**src/rtl/seq_fsm.sv**
```systemverilog
// seq_fsm: run/stop phase sequencer walking 2**STATE_W phases, each held DWELL cycles.
// Ports: clk, rst (async, active-high); start/stop/mode control levels;
//   hold pause request (only with SEQ_FSM_PAUSE_EN); state = phase index,
//   running = RUN or PAUSE, step = first cycle of a new phase, wrap = step on index wrap.
// Optional feature macro: SEQ_FSM_PAUSE_EN adds the hold port and PAUSE state.
module seq_fsm #(
  parameter int STATE_W = 2,
  parameter int DWELL   = 2
) (
  input  logic               clk,
  input  logic               rst,
  input  logic               start,
  input  logic               stop,
  input  logic               mode,
`ifdef SEQ_FSM_PAUSE_EN
  input  logic               hold,
`endif
  output logic [STATE_W-1:0] state,
  output logic               running,
  output logic               step,
  output logic               wrap
);
  // Keep the counter at least one bit wide so DWELL=1 still elaborates.
  localparam int CW = DWELL > 1 ? $clog2(DWELL) : 1;
`ifdef SEQ_FSM_PAUSE_EN
  typedef enum logic [1:0] {IDLE, RUN, PAUSE} ctrl_t;
`else
  typedef enum logic {IDLE, RUN} ctrl_t;
`endif
  ctrl_t              ctrl_q;
  logic [STATE_W-1:0] state_q, adv_d;
  logic [CW-1:0]      cnt_q;
  logic               running_q, step_q, wrap_q, wrap_d, last_d, launch_d;
  always_comb begin
    adv_d    = mode ? state_q - 1'b1 : state_q + 1'b1;
    wrap_d   = mode ? (state_q == '0) : (state_q == '1);
    last_d   = cnt_q == CW'(DWELL - 1);
    launch_d = ctrl_q == IDLE && start && !stop;
  end
  always_ff @(posedge clk or posedge rst) begin
    if (rst) begin
      ctrl_q    <= IDLE;
      state_q   <= '0;
      cnt_q     <= '0;
      running_q <= 1'b0;
      step_q    <= 1'b0;
      wrap_q    <= 1'b0;
    end else if (ctrl_q == IDLE || stop) begin
      // IDLE and any stop share the cleared datapath; only a clean start launches.
      ctrl_q    <= launch_d ? RUN : IDLE;
      running_q <= launch_d;
      state_q   <= '0;
      cnt_q     <= '0;
      step_q    <= 1'b0;
      wrap_q    <= 1'b0;
`ifdef SEQ_FSM_PAUSE_EN
    end else if (hold) begin
      ctrl_q <= PAUSE;
      step_q <= 1'b0;
      wrap_q <= 1'b0;
`endif
    end else begin
      // Leaving PAUSE counts like a RUN cycle, so the dwell resumes from the frozen count.
      ctrl_q  <= RUN;
      step_q  <= last_d;
      wrap_q  <= last_d && wrap_d;
      state_q <= last_d ? adv_d : state_q;
      cnt_q   <= last_d ? '0 : cnt_q + 1'b1;
    end
  end
  assign state   = state_q;
  assign running = running_q;
  assign step    = step_q;
  assign wrap    = wrap_q;
endmodule

```
**config.mk**
```make
export PLATFORM = sky130hd
export DESIGN_NAME = seq_fsm
export DESIGN_NICKNAME = d
export VERILOG_FILES = /design/src/rtl/seq_fsm.sv
export SDC_FILE = /design/constraint.sdc
export NUM_CORES = 1
export LEC_CHECK = 0
export BUFFER_PORTS_ARGS = -buffer_cell sky130_fd_sc_hd__clkbuf_2
export CAP_MARGIN = 20
export CELL_PAD_IN_SITES_DETAIL_PLACEMENT = 1
export CELL_PAD_IN_SITES_GLOBAL_PLACEMENT = 1
export CORE_AREA = 5 5 42 44
export CTS_BUF_LIST = sky130_fd_sc_hd__clkbuf_16
export DETAILED_ROUTE_END_ITERATION = 12
export DIE_AREA = 0 0 47 49
export PLACE_DENSITY_LB_ADDON = 0.1
export SYNTH_ARGS = -nofsm -noshare
export SYNTH_HDL_FRONTEND = slang
export SYNTH_SLANG_ARGS = --single-unit
```
**constraint.sdc**
```tcl
create_clock -name clk -period 1.44 [get_ports clk]
set_clock_uncertainty 0.2 [all_clocks]
set_input_delay 0.072 -clock clk [delete_from_list [all_inputs] [get_ports clk]]
set_output_delay 0.072 -clock clk [all_outputs]
set_load 0.02 [all_outputs]
```
==> results by group <==
GRT
  • Global-route wire length before repair: 1060 um
  • GR Util All Layers: 6.73%
  • Largest net degree at the start of global routing: 8
  • Initial antenna violation count: 0
  • Number of global-route vias before repair: 260
  • Gr ovfl total: 0

Yosys
  • Share of flip-flops with an asynchronous set or reset: 100%
  • Cell taking the most area after synthesis: dfrtp_1
  • Synth top cells by count: 7 x dfrtp_1, 7 x nor2_1, 2 x a21oi_1, 2 x inv_1, 2 x xnor2_1
  • Mean area per synthesized cell: 10.7 sq um
  • Seq cells post-synth: 7
  • Synth warn: 0
  • Synthesized net count: 31
  • Sequential-to-total area share from yosys stat: 62.8%
  • Syn Inst Count: 26
  • Synth top area share: 62.8%
  • Top cells by area, synth: dfrtp_1 63%, nor2_1 9.4%, xnor2_1 6.3%
  • Yosys cell types: 11
  • EDFF count, synth: 0
  • Primary FF master, synth: dfrtp_1
  • Synthesized area: 279 sq um

CTS
  • Setup repair bufs after CTS: 0
  • Total CTS buffers: 3
  • H-tree levels: 1
  • Max clock buf depth: 2
  • Root Driver: clkbuf_16
  • CTS tree: yes
  • Clock slew at reported path FFs: 0.03 ns
  • PostCTS Resize Cnt: 0
  • Worst-skew pair later-pin latency: 0.23 ns
  • Hold buffers post-CTS: 4
  • Clock Sinks: 7

Die
  • Die X: 47 um
  • Starting Density: 19.9%
  • Die H: 49 um
  • Die area: 2300 sq um
  • Core Area: 1400 sq um
  • Std cell rows: 14
  • I/O pin cnt: 10

Place
  • Routability Congestion: 0.672
  • PortBufs: 9
  • Placed Instances: 51

Pwr
  • Power Density: 1540 nW/um^2
  • Maximum vdd ir drop: 0.582 mV
  • Pleak: 0.232 nW

Worst setup path
  • Startpoint Class: primary input
  • CP required: 1.39 ns
  • Slowest stage delay, CP: 0.53 ns
  • Arrival @ worst endpoint: 1.31 ns
  • Crit-path max FO: 3
  • Buf+Inv Stages, Crit Path: 2
  • Crit-path cells: dlygate4sd3_1, clkbuf_2, xnor2_1, or3_1, a21oi_1
  • CP endpoint kind: register
  • Crit Path Class: primary input to register
  • Critical path's slowest cell: dlygate4sd3_1
  • Critical path's top delay family: buffers and inverters

Drt
  • Drt first pass iters: 2
  • DRC viols: 0
  • Remaining antenna violation count after routing: 0
  • Via density: 4.27
  • Final wirelength: 646 um
  • DR vias: 252
  • 1st-iter DRT viols: 3
  • Routed length per placed instance: 10.9 um

Final layout
  • Layout Utilization: 33.0%
  • Area Growth Syn to Fin: 65.9%
  • Final non-filler cell total: 59
  • N_diodes: 0
  • Layout net count: 49
  • Filler cell count: 172
  • Layout cells sized above 1: 30.2%

Timing
  • Slew HR: 81.6%
  • Hold_ws: 0.102 ns
  • Fmax: 736 MHz
  • Final Max Slew Viols: 0
  • Actual slew at the worst max-slew pin: 0.275 ns
  • Final setup TNS: 0 ns
  • Min Tclk post-route: 1.36 ns
  • RSZ-0062 raised after global routing: no
  • Final worst-path cycle share: 94.4%
  • Final setup vio count: 0
  • Final hold violation count: 0

Run status
  • Status: complete, no violations

Hold path
  • HP Class: primary input to async pin

Job
  • MaxCap Viol Count: 0
[report_power, final]
part / leakage, nW / total, mW / internal, mW / switching (mW)
clock network: 0.0423 / 0.457 / 0.360 / 0.0972
logic: 0.0947 / 0.0444 / 0.0217 / 0.0227
registers: 0.0946 / 0.210 / 0.205 / 0.00555
[through the flow]
stage                     setup WS (ns)  power (mW)  instance area (sq um)
after detailed placement          0.119       0.251                    344
after global placement            0.158       0.248                    344
final                            0.0811       0.712                    463
after CTS                        0.0685       0.726                    463
after global routing             0.0203       0.740                    463
after floorplan                  0.0936       0.234                    279
[per-layer routing]
layer	vias to the layer above	global-route usage, %	wire length [um]
li1	118	-	-
met1	122	6.50	239
met2	10	10.2	324
met3	2	4.43	74
met4	0	4.15	7
met5	-	0	0
[path summary, 6_finish.rpt]
path                            slack, ns        to  cells after the start     start
worst min-delay path                 0.10     cnt_q                      3       rst
max in group asynchronous            0.72  state[0]                      3       rst
worst max register to register       0.13  state[1]                      3  state[0]
worst min register to register       0.27     cnt_q                      1     cnt_q
min in group clk                     0.27     cnt_q                      1     cnt_q
worst max-delay path                 0.08  state[1]                      5      mode
[placed cells by master, fill, tap and decap left out]
master	instances
mux2i_1	1
or3_1	1
clkbuf_2	9
a21oi_1	2
inv_1	3
dlygate4sd3_1	4
clkbuf_16	3
o21ai_0	1
nand2b_1	1
nor2_1	7
dfrtp_1	7
xnor2_1	2
and3b_2	1
nor3_1	1
[logic make-up after synthesis]
group	synth area share (%)
mux	3.59
buf+inv	2.69
simple gates	19.3
xor+xnor	6.28
compound gates	5.38
flops	62.8
[tightest hold or removal path: cells and delay by family]
| kind | cells | cell delay [ns] |
|---|---|---|
| buffers and inverters | 3 | 0.84 |
[sequential cells by signal, indices dropped and copies added, names as in the netlist]
register  count
step          1
state         2
cnt_q         1
running       1
ctrl_q        1
wrap          1
[area by class of cell]
class                           instances  area [sq um]  area share [%]
Timing Repair Buffer                   13          85.1            18.4
Inverter                                2          7.51            1.62
Sequential cell                         7           175            37.8
Clock inverter                          1          3.75           0.811
Tap cell                               16          20.0            4.32
Clock buffer                            3          75.1            16.2
Multi-Input combinational cell         17          96.3            20.8
Note: power is estimated with default switching activity, not from simulation.
